===== config.mk =====
export PLATFORM = sky130hd
export DESIGN_NAME = nios_sys_cache_arbiter
export DESIGN_NICKNAME = d
export VERILOG_FILES = /design/src/rtl/nios_sys_cache_arbiter.sv
export SDC_FILE = /design/constraint.sdc
export NUM_CORES = 1
export LEC_CHECK = 0
export CAP_MARGIN = 40
export CORE_AREA = 2 2 120 122
export DETAILED_ROUTE_END_ITERATION = 12
export DIE_AREA = 0 0 122 124
export PLACE_DENSITY_LB_ADDON = 0.1
export SYNTH_ARGS = -nofsm -noshare
export SYNTH_HDL_FRONTEND = slang
export SYNTH_SLANG_ARGS = --single-unit
export TNS_END_PERCENT = 100

===== constraint.sdc =====
create_clock -name clk -period 8.6 [get_ports clk]
set_clock_uncertainty 0.05 [all_clocks]
set_input_delay 0.86 -clock clk [delete_from_list [all_inputs] [get_ports clk]]
set_output_delay 0.86 -clock clk [all_outputs]
set_load 0.01 [all_outputs]

===== src/rtl/nios_sys_cache_arbiter.sv =====
// Round-robin arbiter sharing the s2 port of the 512 x 32 cache RAM among the KNN lanes.
// Grant and RAM drive are combinational; read data returns two cycles after the accepting edge.
module nios_sys_cache_arbiter #(
  parameter int NREQ     = 4,
  parameter int AW       = 9,
  parameter int DW       = 32,
  parameter int MAX_HOLD = 8
) (
  input  logic                 clk,
  input  logic                 reset_n,
  input  logic [NREQ-1:0]      req,
  input  logic [NREQ-1:0]      lock,
  input  logic [NREQ-1:0]      we,
  input  logic [NREQ*AW-1:0]   addr,
  input  logic [NREQ*DW-1:0]   wdata,
  input  logic [NREQ*DW/8-1:0] be,
  output logic [NREQ-1:0]      gnt,
  output logic [DW-1:0]        rdata,
  output logic [NREQ-1:0]      rvalid,
  output logic [AW-1:0]        address2,
  output logic [DW/8-1:0]      byteenable2,
  output logic                 chipselect2,
  output logic                 write2,
  output logic [DW-1:0]        writedata2,
  output logic                 clken2,
  input  logic [DW-1:0]        readdata2
);

  localparam int LW = (NREQ > 1) ? $clog2(NREQ) : 1;
  localparam int HW = $clog2(MAX_HOLD + 1);
  localparam int BW = DW / 8;

  logic [LW-1:0]   last;
  logic [HW-1:0]   hold;
  logic [NREQ-1:0] rd_pend;
  logic [LW-1:0]   win;
  logic [LW-1:0]   sel;
  logic            win_valid;
  logic            others;

  always_comb begin
    int unsigned idx;
    idx       = 0;
    others    = 1'b0;
    win       = last;
    win_valid = 1'b0;
    for (int unsigned i = 0; i < NREQ; i++)
      if (LW'(i) != last && req[LW'(i)]) others = 1'b1;
    // A locked owner is preempted only once it has used its hold budget and someone waits.
    if (req[last] && lock[last] && !(hold == HW'(MAX_HOLD) && others))
      win_valid = 1'b1;
    else
      for (int unsigned k = 1; k <= NREQ; k++) begin
        idx = (32'(last) + k) % NREQ;
        if (!win_valid && req[LW'(idx)]) begin
          win       = LW'(idx);
          win_valid = 1'b1;
        end
      end
    if (!reset_n) win_valid = 1'b0;
  end

  // With no winner the data-path muxes fall back to lane 0 so the RAM never sees X.
  always_comb begin
    gnt = '0;
    sel = win_valid ? win : '0;
    if (win_valid) gnt[win] = 1'b1;
    chipselect2 = win_valid;
    write2      = win_valid & we[sel];
    address2    = addr[sel*AW +: AW];
    byteenable2 = be[sel*BW +: BW];
    writedata2  = wdata[sel*DW +: DW];
    clken2      = 1'b1;
  end

  always_ff @(posedge clk) begin
    if (!reset_n) begin
      last    <= LW'(NREQ - 1);
      hold    <= '0;
      rd_pend <= '0;
      rvalid  <= '0;
      rdata   <= '0;
    end else begin
      rvalid <= rd_pend;
      if (|rd_pend) rdata <= readdata2;
      if (win_valid) begin
        last    <= win;
        hold    <= (win == last && hold < HW'(MAX_HOLD)) ? hold + 1'b1 : HW'(1);
        rd_pend <= we[win] ? '0 : gnt;
      end else begin
        rd_pend <= '0;
      end
    end
  end

endmodule


* Word-level counts from Yosys, hierarchy flattened *
Cells that the tools add are included.

word-level totals
  bits of input ports = 226
  output and inout bits = 88
  register bits = 46

operators by class
  $lt $le $gt $ge = 9
  bitwise gates (word level) = 3
  add/sub/neg operators = 5
  reductions and logical operators = 19
  shift-type cells = 3
  mux-type cells = 39
  eq/ne operators = 5
  $mul = 1

operators with widths
  kind                                                         count
  variable part select 128 x 8 -> 32 bit                       1
  variable part select 36 x 7 -> 9 bit                         1
  2-to-1 mux 1 bit                                             22
  less-than comparator 2 x 3 -> 1 bit (second input constant)  7
  binary-select mux 1 bit (select 2 bit)                       8
  variable part select 16 x 5 -> 4 bit                         1
  logical AND 1 bit                                            12
  2-to-1 mux 2 bit                                             6
  2-to-1 mux 4 bit                                             2
  multiplier 2 x 4 -> 6 bit (second input constant)            1
  adder 2 x 1 -> 2 bit (second input constant)                 2
  adder 2 bit (second input constant)                          2
  adder 4 x 1 -> 4 bit (second input constant)                 1
  equality test 4 bit (second input constant)                  1
  logical NOT 1 bit                                            4
  less-than comparator 4 bit (second input constant)           1
  inequality test 2 bit (first input constant)                 2
  OR reduction 4 bit                                           1
  OR reduction 3 bit                                           1
  demux 1 bit (select 2 bit)                                   1
  equality test 2 bit                                          1
  >= comparator 2 x 1 -> 1 bit (second input constant)         1
  inequality test 1 x 2 -> 1 bit (first input constant)        1
  NOT 1 bit                                                    2
  2 further kinds                                              2

* Logic depth before layout (Yosys ltp) *
Gate-level depths: netlist of run 1.

  word-level depth = 27
  mapped depth = 12
  depth with buffers taken out = 9

* Worst setup path after synthesis of run 1 *
Ideal clock, no wire load.

  path type = in2out
  from = in req[3]
  to = out byteenable2[1]
  arrival time = 2907 ps
  path slack = 4783 ps
  data required time = 7690 ps
  stages = 10
  cell sequence = buf_2 mux4_2 or2_4 nor2_2 o22ai_2 a22o_1 and2_4 buf_6 buf_6 a221oi_2

between the ends
  cells in the longest elaborated chain, start to end = 19

RTL lines
  what                                      RTL line  source
  start: declaration                        11        input logic [NREQ-1:0] req,
  binary-select mux 1 bit (select 2 bit)    55        if (!win_valid && req[LW'(idx)]) begin
  2-to-1 mux 1 bit (implied by the code)    55
  2-to-1 mux 1 bit                          55
  2-to-1 mux 1 bit                          50        if (req[last] && lock[last] && !(hold == HW'(MAX_HOLD) && others))
  logical NOT 1 bit                         55
  logical AND 1 bit                         55
  2-to-1 mux 1 bit                          55
  2-to-1 mux 1 bit                          50
  [... 3 more ...]                          --
  2-to-1 mux 1 bit                          50
  logical NOT 1 bit                         55
  logical AND 1 bit                         55
  2-to-1 mux 1 bit                          55
  2-to-1 mux 1 bit                          50
  2-to-1 mux 1 bit                          60        if (!reset_n) win_valid = 1'b0;
  2-to-1 mux 2 bit (*)                      66        sel = win_valid ? win : '0;
  variable part select 16 x 5 -> 4 bit (*)  71        byteenable2 = be[sel*BW +: BW];
  end: declaration                          21        output logic [DW/8-1:0] byteenable2,

Mark *: on every way between the ends. The rest lies on a longest branch, timed or not. The select of a mux whose other input is x is not followed.

* Worst setup path in the final report of run 1 *
  from = in req[3]
  to = out writedata2[28]

between the ends
  cells in the longest elaborated chain, start to end = 19

RTL lines
  what                                        RTL line  source
  binary-select mux 1 bit (select 2 bit)      55
  2-to-1 mux 1 bit (implied by the code)      55
  2-to-1 mux 1 bit                            55
  2-to-1 mux 1 bit                            50
  logical NOT 1 bit                           55
  logical AND 1 bit                           55
  2-to-1 mux 1 bit                            55
  2-to-1 mux 1 bit                            50
  [... 3 more ...]                            --
  2-to-1 mux 1 bit                            50
  logical NOT 1 bit                           55
  logical AND 1 bit                           55
  2-to-1 mux 1 bit                            55
  2-to-1 mux 1 bit                            50
  2-to-1 mux 1 bit                            60
  2-to-1 mux 2 bit (*)                        66
  variable part select 128 x 8 -> 32 bit (*)  72        writedata2 = wdata[sel*DW +: DW];
  end: declaration                            24        output logic [DW-1:0] writedata2,

Marked as above.

==> key figures, run 1 <==
Drt
  – DR pass1 iterations: 5
  – Post-DR wirelength/cell: 18.8 um
  – Post-route ant nets: 0
  – Initial DRC count: approximately 240
  – Drt via density: between 5 and 6
  – Total number of vias: 4,674
  – Total Wirelength: ~18,000 um
  – DRC: 0

Pwr
  – Overall Power: 2.28 mW
  – Maximum VDD drop: approximately 0.00023 V
  – Cell leakage power: 2.89 nW
  – Pwr Density: 311 nW/um^2

Synth
  – Mapped Nets: around 700
  – Syn Std Cell Area: between 3000 and 4000 um^2
  – Post-synth EDFFs: 0
  – Synth warn: 0
  – Synth Instances: 470
  – Synthesized area per cell: around 8.5 um^2
  – Ys async rst share: 0%
  – Seq/Total Area, Yosys: 23.2%
  – Synth Flop Type: dfxtp_1
  – Synth unique cells: 51
  – Yosys reg bits: 46

Clock tree
  – Num Clock Sinks: 46
  – Clk buf depth: 2
  – Inserted Clock Buffers: 5
  – CTS resizes: 0
  – H-tree depth: 2
  – CTS Hold Buffers Added: 0
  – Post CTS Setup Buffer Count: 0
  – Worst-path clk slew: 0.06 ns
  – Clock latency at the later pin of the worst-skew pair: 0.27 ns
  – CTS tree: done
  – Root Driver: clkbuf_16

Place
  – RePlAce Congestion: roughly 0.94
  – Placed Area: 7170 um^2
  – Final HPWL DP: 14,100 um
  – Post-place setup slack: between 2 and 2.5 ns
  – Buffers on Ports: 312
  – DP Cell Count: 924

Worst setup path
  – Worst R2R Path Depth: 9
  – Crit path depth: 11
  – Critical-path top delay cell: or4_1
  – Startpoint Class: input port
  – Crit-path max FO: 54
  – Crit-path max cell delay: 0.66 ns
  – CP Class: input port to output pin
  – CP Cell Sequence: clkdlybuf4s50_1 > or4_1 > nand2_1 > buf_4 > inv_1 > o21ai_4 > buf_16 > buf_4 > mux2i_1 > a221oi_1 > clkdlybuf4s50_1
  – CP arrival: 5.32 ns
  – CP bufs+invs: 6
  – WP data required: between 7 and 8 ns
  – CP delay by family, top: buffers and inverters
  – Crit path capture type: output pin

Layout
  – Non-filler cells, final: approximately 930
  – Post-layout nets: 983
  – ANT cells: 0
  – Post-route cell area: 7330 um^2
  – Area Overhead vs Synth: 84.6%
  – Final Util: 53.5%
  – Layout cells sized above 1: 9.71%

Timing
  – Max Clock Freq: 161 MHz
  – Endpoints failing setup: 0
  – Setup TNS: 0 ns
  – Slew Limit Fails: 0
  – Worst hold slack: just over 0.4 ns
  – Clock period minus worst slack: 6.23 ns
  – Max_slew headroom: 46.8%
  – RSZ-0062 raised after global routing: no
  – Final critical-path share of the clock period: 72.4%
  – Worst Tran Pin Value: approximately 0.8 ns
  – Fin. Hold Viols: 0
  – Worst setup margin: roughly 2.4 ns

GRT
  – Largest net degree at the start of global routing: 55
  – Grt met3 use: about 6.6%
  – All-layer global routing usage: 21.9%
  – Vias in the first global route: 4,670
  – Gr ovfl total: 0
  – GR met2 Demand/Resource: around 37%
  – Met1 Usage GRT: 26.9%
  – GR peak layer: met2
  – Initial antenna violation count: 0
  – First-pass GRT wire length: 25,400 um

Die
  – Rows: 43
  – Die width: 122 um
  – I/O pin cnt: between 300 and 400
  – Core area: 13,700 um^2
  – Die Y: 124 um
  – Initial core utilization: 29.0%
  – Die Area: roughly 15,000 um^2

Worst hold path
  – HP Class: flip-flop to flip-flop
  – Hold depth: 2

Job
  – Max Cap Viol: 0

Run status
  – Status: finished, final reports clean
[cell type report]
type                            count  area [um^2]
Clock inverter                      1         30.0
Multi-Input combinational cell    330         2630
Clock buffer                        7          133
Tap cell                          180          225
Sequential cell                    46          921
Timing Repair Buffer              320         3210
Fill cell                        1294         6390
Inverter                           48          180
[power breakdown]
part           switching, mW  internal (mW)
combinational          0.893          0.837
sequential            0.0528          0.284
clock                 0.0732          0.137
total                   1.02           1.26
[per-layer routing]
| metal | part of all wire, % | vias to the layer above |
|---|---|---|
| met5 | 0 | - |
| met4 | 2.3 | 0 |
| met3 | 9.3 | 22 |
| met2 | 46 | 208 |
| met1 | 42 | 2162 |
| li1 | - | 2282 |
[cell usage after synthesis, types with 2 or more instances]
library cell / count / area [um^2]
nor2_2: 2 / 12.5
ha_1: 6 / 75.1
a221oi_1: 3 / 26.3
dfxtp_1: 46 / 921
nor2b_1: 2 / 12.5
a21oi_1: 2 / 10.0
nor2_1: 7 / 26.3
o2111ai_1: 2 / 17.5
buf_2: 12 / 60.1
mux2i_1: 47 / 470
a31oi_1: 6 / 37.5
or3_1: 2 / 12.5
a221oi_2: 38 / 571
o21a_1: 2 / 15.0
nand2_1: 76 / 285
or4_1: 2 / 15.0
inv_1: 48 / 180
a211oi_1: 2 / 15.0
clkbuf_1: 21 / 78.8
o211ai_1: 5 / 37.5
mux2_2: 2 / 22.5
buf_6: 8 / 90.1
nor4_1: 43 / 269
nor3_1: 5 / 25.0
a21boi_0: 32 / 240
nor3_2: 2 / 20.0
nand2b_1: 5 / 31.3
and2_1: 9 / 56.3
nand3_1: 4 / 20.0
mux4_2: 4 / 90.1
buf_4: 4 / 30.0
a21boi_1: 2 / 15.0
[registers in the layout, indices dropped and copies added, names as in the netlist]
name     count
rd_pend      4
hold         4
rvalid       4
rdata       32
last         2
[worst reg2reg max path, delay by kind of cell, from the launching register on]
kind	cells	cell delay, ns
simple gates	4	1.38
flops	1	0.77
compound gates	2	0.71
fa+ha+maj	1	0.47
mux	1	0.36
buf+inv	1	0.19
[layout by cell type, fill, tap and decap left out, drive strengths merged, types with 9 or more instances in the layout]
cell	instances
nor2	9
dfxtp	46
clkdlybuf4s50	312
mux2i	48
and2	10
a221oi	41
nand2	76
a21boi	34
nor4	43
inv	48
[kinds of logic after synthesis]
kind of cell,Yosys count,synth area share (%)
muxes,56,15.9
adders and majority gates,6,1.89
buffers and inverters,94,11.1
other,1,0.0944
and+or+nand+nor,164,20.8
AOI/OAI and AO/OA,103,27.0
DFF,46,23.2
[worst paths after layout]
kind | from | slack, ns | endpoint
hold reg to reg | rdata[1]$_SDFFE_PN0P_ | 0.41 | rdata[1]$_SDFFE_PN0P_
setup / recovery | req[3] | 2.37 | writedata2[28]
hold / removal | rdata[1]$_SDFFE_PN0P_ | 0.41 | rdata[1]$_SDFFE_PN0P_
setup reg to reg | last[0]$_SDFFE_PN1P_ | 4.60 | rd_pend[2]$_SDFF_PP0_
Power figures use the tool's default switching activity.
==> run 2: changes to the inputs <==
--- a/config.mk
+++ b/config.mk
@@ -6,9 +6,9 @@
 export NUM_CORES = 1
 export LEC_CHECK = 0
 export CAP_MARGIN = 40
-export CORE_AREA = 2 2 120 122
+export CORE_AREA = 2 2 122 124
 export DETAILED_ROUTE_END_ITERATION = 12
-export DIE_AREA = 0 0 122 124
+export DIE_AREA = 0 0 124 126
 export PLACE_DENSITY_LB_ADDON = 0.1
 export SYNTH_ARGS = -nofsm -noshare
 export SYNTH_HDL_FRONTEND = slang
==> constraint.sdc (replaced) <==
create_clock -name clk -period 6.5 [get_ports clk]
set_clock_uncertainty 0.05 [all_clocks]
set_input_delay 0.65 -clock clk [delete_from_list [all_inputs] [get_ports clk]]
set_output_delay 0.65 -clock clk [all_outputs]
set_load 0.01 [all_outputs]
==> run 2 against run 1 <==
Via count increased by 2.6%. Critical path depth decreased by 1. First-iteration DRC count increased by 12%. Hold slack improved by 0.0036 ns. Largest power group unchanged. Non-clock buffer count decreased by 1. Cell area about the same. Count of clock-buffer cells in the layout decreased by 2. Sequential power increased by 32%. Combinational power increased by 33%. Die area increased by 3.3%. Critical path type is now flip-flop to output pin. Routed wire length increased by 6.4%.
==> key figures, run 2 (synthesis gave the netlist of run 1 again) <==
Run status
  – Status: finished, final reports clean

Layout
  – Max reg flops: 32
  – Fill cell count: 1,350
  – Post-layout nets: 982
  – Most common cell after layout, fill and taps aside: clkdlybuf4s50_1
  – Layout cells sized above 1: 9.99%
  – Area Overhead vs Synth: 84.6%
  – Final Util: about half
  – Most frequent cells in the layout: clkdlybuf4s50_1 (312), nand2_1 (74), inv_1 (48), mux2i_1 (47), dfxtp_1 (46)
  – Largest Register: rdata
  – Non-filler cells, final: 940

Clock tree
  – CTS tree: done
  – CTS resizes: 0
  – Worst-path clk slew: 0.07 ns
  – Inserted Clock Buffers: 5
  – Clock latency at the later pin of the worst-skew pair: 0.28 ns
  – CTS Hold Buffers Added: 0
  – Post CTS Setup Buffer Count: 0
  – Root Driver: clkbuf_16
  – H-tree depth: 2
  – Num Clock Sinks: 46
  – Clk buf depth: 2

Die
  – Core area: 14,300 um^2
  – Initial core utilization: 27.8%
  – Die width: about 120 um
  – Die Y: between 100 and 150 um
  – I/O pin cnt: between 300 and 400
  – Rows: 44
  – Die Area: around 16,000 um^2

Timing
  – Max Clock Freq: 183 MHz
  – RSZ-0062 raised after global routing: no
  – Fin. Hold Viols: 0
  – Setup TNS: 0 ns
  – Max_slew headroom: 45.7%
  – Final critical-path share of the clock period: 84.0%
  – Clock period minus worst slack: 5.46 ns
  – Slew Limit Fails: 0
  – Worst Tran Pin Value: roughly 0.81 ns
  – Endpoints failing setup: 0

GRT
  – Initial antenna violation count: 4
  – Gr ovfl total: 0
  – First-pass GRT wire length: ~28,000 um
  – All-layer global routing usage: a little under a quarter
  – Vias in the first global route: 4,896
  – Largest net degree at the start of global routing: 67

Worst setup path
  – Reg2reg end: rd_pend[2]$_SDFF_PP0_
  – Startpoint Class: flip-flop
  – CP Class: flip-flop to output pin
  – RR Startpoint: last[0]$_SDFFE_PN1P_
  – Crit-path max FO: 37
  – R2R Setup Slk: 2.58 ns
  – WP data required: 5.80 ns
  – Worst R2R Path Depth: 8
  – Crit path capture type: output pin
  – CP arrival: 4.76 ns

Place
  – Buffers on Ports: 312
  – RePlAce Congestion: 1.13
  – DP Cell Count: 927
  – Final HPWL DP: approximately 15,000 um

Pwr
  – Overall Power: 3.00 mW
  – Clk pwr share: around 8.4%
  – Sw Ratio: a little under half
  – Cell internal pwr: between 1.5 and 2 mW
  – Register share of total power: 14.8%
  – Maximum VDD drop: 0.000334 V
  – Pwr Density: 409 nW/um^2
  – Combinational share of power: 76.7%
  – NetSw: roughly 1.4 mW
  – Cell leakage power: roughly 2.9 nW

Drt
  – Total number of vias: between 4,000 and 5,000
  – Post-route ant nets: 0
  – Post-DR wirelength/cell: 19.8 um
  – Total Wirelength: roughly 19,000 um
  – DRC: 0
  – Drt via density: 5.10
  – DR pass1 iterations: 4
  – Initial DRC count: roughly 270

Worst hold path
  – Hold worst-path end: rdata[3]$_SDFFE_PN0P_
  – Hold Crit Start: rdata[3]$_SDFFE_PN0P_
  – HP Class: flip-flop to flip-flop
  – Hold depth: 2

Job
  – Max Cap Viol: 0
==> run 2: worst max-delay path by stage <==
| stage | start | endpoint |
|---|---|---|
| CTS | last[0]$_SDFFE_PN1P_ | writedata2[23] |
| global route | last[0]$_SDFFE_PN1P_ | address2[4] |
| global placement | req[3] | writedata2[29] |
| floorplan | last[0]$_SDFFE_PN1P_ | byteenable2[1] |
| finish | last[0]$_SDFFE_PN1P_ | address2[4] |
| detailed placement | req[3] | writedata2[29] |
==> run 2: critical path: stages, from the launching register on <==
cell	delay, ns
dfxtp_1	0.74
inv_1	0.17
ha_1	0.47
mux4_2	0.37
or2_4	0.29
o22ai_2	0.24
a22o_1	0.54
nand2_2	0.26
buf_4	0.38
a221oi_2	0.31
clkdlybuf4s50_1	0.66
==> run 2: power by group through the flow <==
stage / logic (mW) / registers, mW / clock network (mW)
floorplan: 1.30 / 0.466 / 0
global placement: 2.27 / 0.446 / 0
detailed placement: 2.31 / 0.453 / 0
CTS: 2.32 / 0.447 / 0.263
global route: 2.47 / 0.461 / 0.273
finish: 2.30 / 0.445 / 0.253
==> run 2: routing by layer <==
| metal | routed length, um | track usage, % | up-vias |
|---|---|---|---|
| li1 | - | - | 2289 |
| met4 | 428 | 7.20 | 0 |
| met5 | 0 | 1.97 | - |
| met1 | 7330 | 26.8 | 2248 |
| met2 | 9040 | 40.0 | 231 |
| met3 | 1830 | 7.47 | 27 |
==> run 2: stage by stage <==
step                worst slack [ns]  hold slack [ns]  cell area, um^2
floorplan                       2.98            0.393             3970
global placement                1.37            0.399             7150
detailed placement              1.31            0.407             7180
CTS                             1.01            0.416             7320
global route                   0.685            0.440             7330
finish                          1.04            0.413             7330
==> run 2: cell type report <==
cell class,count,area [um^2],area share [%]
inverters,48,180,2.46
repair buffers,319,3210,43.7
clock inverters,3,21.3,0.290
clock buffers,5,125,1.71
multi-input cells,330,2640,35.9
well taps,184,230,3.14
diodes,5,12.5,0.171
flip-flops and latches,46,921,12.6
==> run 3: changes to the inputs <==
--- a/config.mk
+++ b/config.mk
@@ -6,9 +6,9 @@
 export NUM_CORES = 1
 export LEC_CHECK = 0
 export CAP_MARGIN = 40
-export CORE_AREA = 2 2 122 124
+export CORE_AREA = 2 2 124 126
 export DETAILED_ROUTE_END_ITERATION = 12
-export DIE_AREA = 0 0 124 126
+export DIE_AREA = 0 0 126 128
 export PLACE_DENSITY_LB_ADDON = 0.1
 export SYNTH_ARGS = -nofsm -noshare
 export SYNTH_HDL_FRONTEND = slang
==> constraint.sdc (replaced) <==
create_clock -name clk -period 4.75 [get_ports clk]
set_clock_uncertainty 0.05 [all_clocks]
set_input_delay 0.475 -clock clk [delete_from_list [all_inputs] [get_ports clk]]
set_output_delay 0.475 -clock clk [all_outputs]
set_load 0.01 [all_outputs]
==> run 3 against run 2 <==
Power up 41%. Hold slack lost 0.00066 ns. Sequential power grew 33%. Count of clock-buffer cells in the layout stayed put. Global-route usage is 1.7 points lower. Setup slack got worse by 0.77 ns. Register-to-register slack got worse by 1.1 ns. Via count fell by 2.0%. Flip-flop and latch count is the same. Cell area up 1.7%. Critical path type unchanged.
==> key figures, run 3 (synthesis gave the netlist of run 1 again) <==
Layout
  – Final Util: between 50% and 60%
  – Most common cell after layout, fill and taps aside: clkdlybuf4s50_1
  – Layout cells sized above 1: 11.3%
  – Area of the multi-input gates: 2640 um^2
  – Max reg flops: 32
  – Fill cell count: 1,411
  – Most frequent cells in the layout: clkdlybuf4s50_1 (312), nand2_1 (74), inv_1 (48), mux2i_1 (47), dfxtp_1 (45)
  – Post-layout nets: approximately 990
  – Area Overhead vs Synth: 87.7%
  – Post-route cell area: 7460 um^2
  – Largest Register: rdata
  – Non-filler cells, final: 950
  – FF/Latch Area: roughly 900 um^2

Worst hold path
  – Hold Crit Start: rdata[31]$_SDFFE_PN0P_
  – HP Class: flip-flop to flip-flop
  – Hold worst-path end: rdata[31]$_SDFFE_PN0P_
  – Hold depth: 2

Timing
  – Slew Limit Fails: 0
  – Max Clock Freq: 223 MHz
  – Fin. Hold Viols: 0
  – Endpoints failing setup: 0
  – Max_slew headroom: 47.3%
  – Setup TNS: 0 ns
  – Clock period minus worst slack: 4.48 ns
  – Final critical-path share of the clock period: 94.3%
  – Worst Tran Pin Value: just under 0.8 ns
  – RSZ-0062 raised after global routing: no

Clock tree
  – Inserted Clock Buffers: 5
  – Root Driver: clkbuf_16
  – CTS Hold Buffers Added: 0
  – Post CTS Setup Buffer Count: 0
  – CTS tree: done
  – Num Clock Sinks: 46
  – Clk buf depth: 2
  – H-tree depth: 2
  – Clock latency at the later pin of the worst-skew pair: 0.28 ns
  – Worst-path clk slew: 0.07 ns

GRT
  – Met1 Usage GRT: 25.3%
  – All-layer global routing usage: between 20% and 30%
  – First-pass GRT wire length: 27,400 um
  – Gr ovfl total: 0
  – Largest net degree at the start of global routing: between 40 and 50
  – Grt met3 use: under 10%
  – Vias in the first global route: 4,878
  – Initial antenna violation count: 1
  – GR met2 Demand/Resource: 38.6%
  – GR peak layer: met2

Drt
  – Initial DRC count: about 220
  – Total Wirelength: 18,100 um
  – Drt via density: 4.95
  – DR pass1 iterations: 4
  – DRC: 0
  – Post-route ant nets: 0
  – Post-DR wirelength/cell: about 19 um
  – Total number of vias: 4,698

Die
  – Core area: 14,900 um^2
  – Die Y: 128 um
  – Die width: 126 um
  – Rows: 45
  – I/O pin cnt: 314
  – Die Area: 16,100 um^2
  – Initial core utilization: 26.7%

Worst setup path
  – Crit path capture type: output pin
  – Reg2reg end: rd_pend[2]$_SDFF_PP0_
  – Worst R2R Path Depth: 10
  – Crit-path max cell delay: 0.59 ns
  – CP delay by family, top: buffers and inverters
  – CP bufs+invs: 3
  – R2R Setup Slk: 1.53 ns
  – Crit-path max FO: 22
  – RR Startpoint: last[1]$_SDFFE_PN1P_
  – CP arrival: about 4.0 ns
  – WP data required: 4.22 ns
  – CP Cell Sequence: inv_1 > ha_1 > mux4_2 > or2_4 > nor2_2 > o22ai_2 > a22o_1 > and2_4 > buf_12 > a221oi_2 > clkdlybuf4s50_1
  – Critical-path top delay cell: clkdlybuf4s50_1
  – CP Class: flip-flop to output pin
  – Startpoint Class: flip-flop

Place
  – Placed Area: about 7300 um^2
  – Final HPWL DP: approximately 15,000 um
  – RePlAce Congestion: 1.02
  – Buffers on Ports: 312
  – DP Cell Count: 941

Pwr
  – Pwr Density: 567 nW/um^2
  – Maximum VDD drop: 0.000379 V
  – Cell leakage power: approximately 2.9 nW
  – Overall Power: 4.23 mW

Run status
  – Status: finished, final reports clean

Job
  – Max Cap Viol: 0
[run 3: worst max-delay path by stage]
stage | from | end | cells past startpoint
6_report | last[1]$_SDFFE_PN1P_ | writedata2[21] | 11
5_1_grt | last[1]$_SDFFE_PN1P_ | writedata2[21] | 11
4_1_cts | last[1]$_SDFFE_PN1P_ | writedata2[21] | 11
3_5_place_dp | last[1]$_SDFFE_PN1P_ | writedata2[21] | 11
3_3_place_gp | last[1]$_SDFFE_PN1P_ | writedata2[21] | 11
2_1_floorplan | last[0]$_SDFFE_PN1P_ | byteenable2[1] | 12
[run 3: cell type report]
| type | instances | area share (%) |
|---|---|---|
| Antenna cell | 1 | 0.0336 |
| Clock buffer | 5 | 1.68 |
| Clock inverter | 3 | 0.319 |
| Inverter | 48 | 2.42 |
| Multi-Input combinational cell | 330 | 35.3 |
| Sequential cell | 46 | 12.4 |
| Tap cell | 188 | 3.15 |
| Timing Repair Buffer | 329 | 44.7 |
[run 3: metal layers]
metal / share of wire, % / vias to the layer above / wire (um)
met4: 2.0 / 0 / 359
li1: - / 2302 / -
met5: 0 / - / 0
met2: 49 / 208 / 8880
met1: 40 / 2170 / 7260
met3: 8.9 / 18 / 1610
[run 3: what timing repair did]
action / in CTS / in global routing
gates resized for setup: 0 / 1
endpoints found under the setup margin: 0 / 40
hold endpoints to repair: 0 / 0
[run 3: worst register-to-register path, cell delays in order, from the launching register on]
cell and delay, ns:
dfxtp_2 0.46, inv_1 0.20, ha_1 0.46, mux4_2 0.25
inv_1 0.07, o21ba_1 0.20, o21a_1 0.24, nor3_2 0.37
and2_4 0.44, buf_4 0.24, nor2b_1 0.17
[run 3: where the power goes]
| group | total (mW) | internal [mW] | switching [mW] | leakage (nW) |
|---|---|---|---|---|
| logic | 3.29 | 1.63 | 1.66 | 2.50 |
| registers | 0.594 | 0.514 | 0.0797 | 0.375 |
| clock network | 0.343 | 0.197 | 0.147 | 0.0664 |
[run 3: metrics by stage]
step,hold slack (ns),setup slack [ns]
5_1_grt,0.440,0.0819
3_3_place_gp,0.398,0.407
4_1_cts,0.416,0.0649
3_5_place_dp,0.407,0.380
2_1_floorplan,0.393,1.41
6_report,0.412,0.271
==> edit (config.mk and constraints of run 2) <==
`MAX_HOLD`: 8 -> 16.
--- a/src/rtl/nios_sys_cache_arbiter.sv
+++ b/src/rtl/nios_sys_cache_arbiter.sv
@@ -4,7 +4,7 @@
   parameter int NREQ     = 4,
   parameter int AW       = 9,
   parameter int DW       = 32,
-  parameter int MAX_HOLD = 8
+  parameter int MAX_HOLD = 16
 ) (
   input  logic                 clk,
   input  logic                 reset_n,
Formal check against the unedited RTL: no difference found for any inputs over 4 cycles, from zero or initial values and one cycle with reset_n low; that may be too few to reach the edited logic, so the function may still have changed.
==> edit against run 2 <==
- register-to-register slack improved by 0.12 ns
- critical path depth increased by 1
- design area decreased by 1.4%
- non-clock buffer count increased by 3
- total power increased by 3.3%
- core utilization decreased by 0.73 points
- routed wire length decreased by 12%
- setup slack improved by 0.15 ns
- sequential cell count increased by 1
- synthesized area decreased by 4.2%
- die area unchanged
- sequential power increased by 4%
- largest cell class unchanged
==> edit: results (changes against run 2) <==
INFO  metric run_status = finished, final reports clean
INFO  metric cts-resized-gates = 0 (unchanged)
INFO  metric grt.met1_usage = 21.0% (-5.8 points)
INFO  metric synth-seq-area-share = 24.7% (+1.5 points)
INFO  metric ctsHtreeMaxLevel = 2 (unchanged)
INFO  metric grt_max_degree = 47 (-30%)
INFO  metric total_iterations_of_the_first_detailed_routing_run = 4 (unchanged)
INFO  metric asyncSetResetFlopFracSynth = 0% (unchanged)
INFO  metric cell_chosen_for_the_clock_root = clkbuf_16
INFO  metric comb_power_share = 74.7% (-2.0 points)
INFO  metric ys.flop_type = dfxtp_1
INFO  metric final_net_count = 986 (+0.41%)
INFO  metric critical_path_arrival = 4.61 ns (-0.15 ns)
INFO  metric routed-wl-met3 = 1320 um (-28%)
INFO  metric place.detailed.instances = 931 (+0.43%)
INFO  metric synth_nets = 692 (-1.4%)
INFO  metric grt_busiest_layer = met2
INFO  metric pwr-share-seq = 14.9%
INFO  metric grt_antenna_before_repair = 0 (-4)
INFO  metric worstPathMaxFanout = 26 (-30%)
INFO  metric clock_path_buffers = 2 (unchanged)
INFO  metric net-switching-power = 0.00130 W (-5.5%)
INFO  metric cts.reportedPaths.clkPinSlew = 0.06 ns
INFO  metric first_global_vias = 4,479 (-8.5%)
INFO  metric core_area = 14,300 um^2 (unchanged)
INFO  metric hold_class = reg2reg
INFO  metric synthesis.area_per_instance = 8.27 um^2 (-2.1%)
INFO  metric place_ws = 1.26 ns (-0.0477 ns)
INFO  metric worstMarginPinSlew = 0.757 ns (-0.0568 ns)
INFO  metric power.share.switching = 41.8% (-3.9 points)
INFO  metric routed_wire_length_per_instance = 17.5 um (-12%)
INFO  metric dpl.hpwl = 13,600 um (-7.8%)
INFO  metric ir_worst_vdd = 0.227 mV (-32%)
INFO  metric m1WireLength = 6000 um (-18%)
INFO  metric post_route_cells_drive_above_1_share = 13.9% (+3.9 points)
INFO  metric postPlaceCellArea = 7040 um^2 (-1.9%)
INFO  metric synth.lib_cells_used.distinct = 49 (-3.9%)
INFO  metric grt_pass1_wl = 23,900 um (-14%)
INFO  metric numCtsBuffers = 5 (unchanged)
INFO  metric postCtsSetupBuffers = 0 (unchanged)
INFO  metric io_buffer_count = 312 (unchanged)
INFO  metric detailroute.wirelength.met2 = 8810 um (-2.6%)
INFO  metric synth_commonest_cells = nand2_1, nor2_1, mux2i_1
INFO  metric global_route.usage.total = 20.0% (-3.2 points)
INFO  metric grtUsageMet2 = 38.7% (-1.3 points)
INFO  metric drt_iter0_drc = 104 (-61%)
INFO  metric place.gp.congestion = 0.875 (-23%)
INFO  metric vias = 4,385 (-8.6%)
INFO  metric final-instance-count-excl-fill = 939 (-0.11%)
INFO  metric antenna_cells_inserted = 0 (-5)
INFO  metric yosys_warnings = 0 (unchanged)
INFO  metric power.static_leakage = 2.87 nW (-0.18%)
INFO  metric yosys-top-cells-area = dfxtp_1, mux2i_1, a211oi_2
INFO  metric biggestRegsByFlops = rdata (32), hold (5)
INFO  metric met3_usage = 5.43% (-2.0 points)
[edit: worst max-delay path, cell delays in order, from the launching register on]
cell and delay [ns]:
dfxtp_1 0.69, inv_1 0.24, ha_1 0.47, mux2_2 0.38
a221o_1 0.36, o21ai_2 0.12, xnor2_1 0.25, nand3_2 0.64
buf_12 0.42, nor2_2 0.11, a211oi_2 0.06, clkdlybuf4s50_1 0.55
[edit: cell families (layout without fill, tap and decap cells)]
kind of cell	count (synthesis)	count (layout)	synth area share (%)
DFF	47	47	24.7
buffers and inverters	46	341	7.66
xor gates and xnor gates	2	2	0.658
muxes	59	59	16.3
other	1	1	0.0985
AOI/OAI and AO/OA	98	98	24.8
and+or+nand+nor	201	201	23.8
adders and majority gates	6	6	1.97
[edit: area by class of cell]
| class | instances | area [um^2] |
|---|---|---|
| multi-input cells | 367 | 2580 |
| clock buffers | 6 | 129 |
| inverters | 11 | 41.3 |
| flip-flops and latches | 47 | 941 |
| clock inverters | 2 | 60.1 |
| fillers | 1388 | 7080 |
| repair buffers | 322 | 3240 |
| well taps | 184 | 230 |
[edit: path summary, 6_finish.rpt]
kind | startpoint | endpoint | slack (ns) | depth (start not counted)
setup / recovery | last[0]$_SDFFE_PN1P_ | byteenable2[1] | 1.19 | 11
hold / removal | rdata[0]$_SDFFE_PN0P_ | rdata[0]$_SDFFE_PN0P_ | 0.40 | 2
setup reg to reg | last[0]$_SDFFE_PN1P_ | rd_pend[2]$_SDFF_PP0_ | 2.70 | 9
hold reg to reg | rdata[0]$_SDFFE_PN0P_ | rdata[0]$_SDFFE_PN0P_ | 0.40 | 2
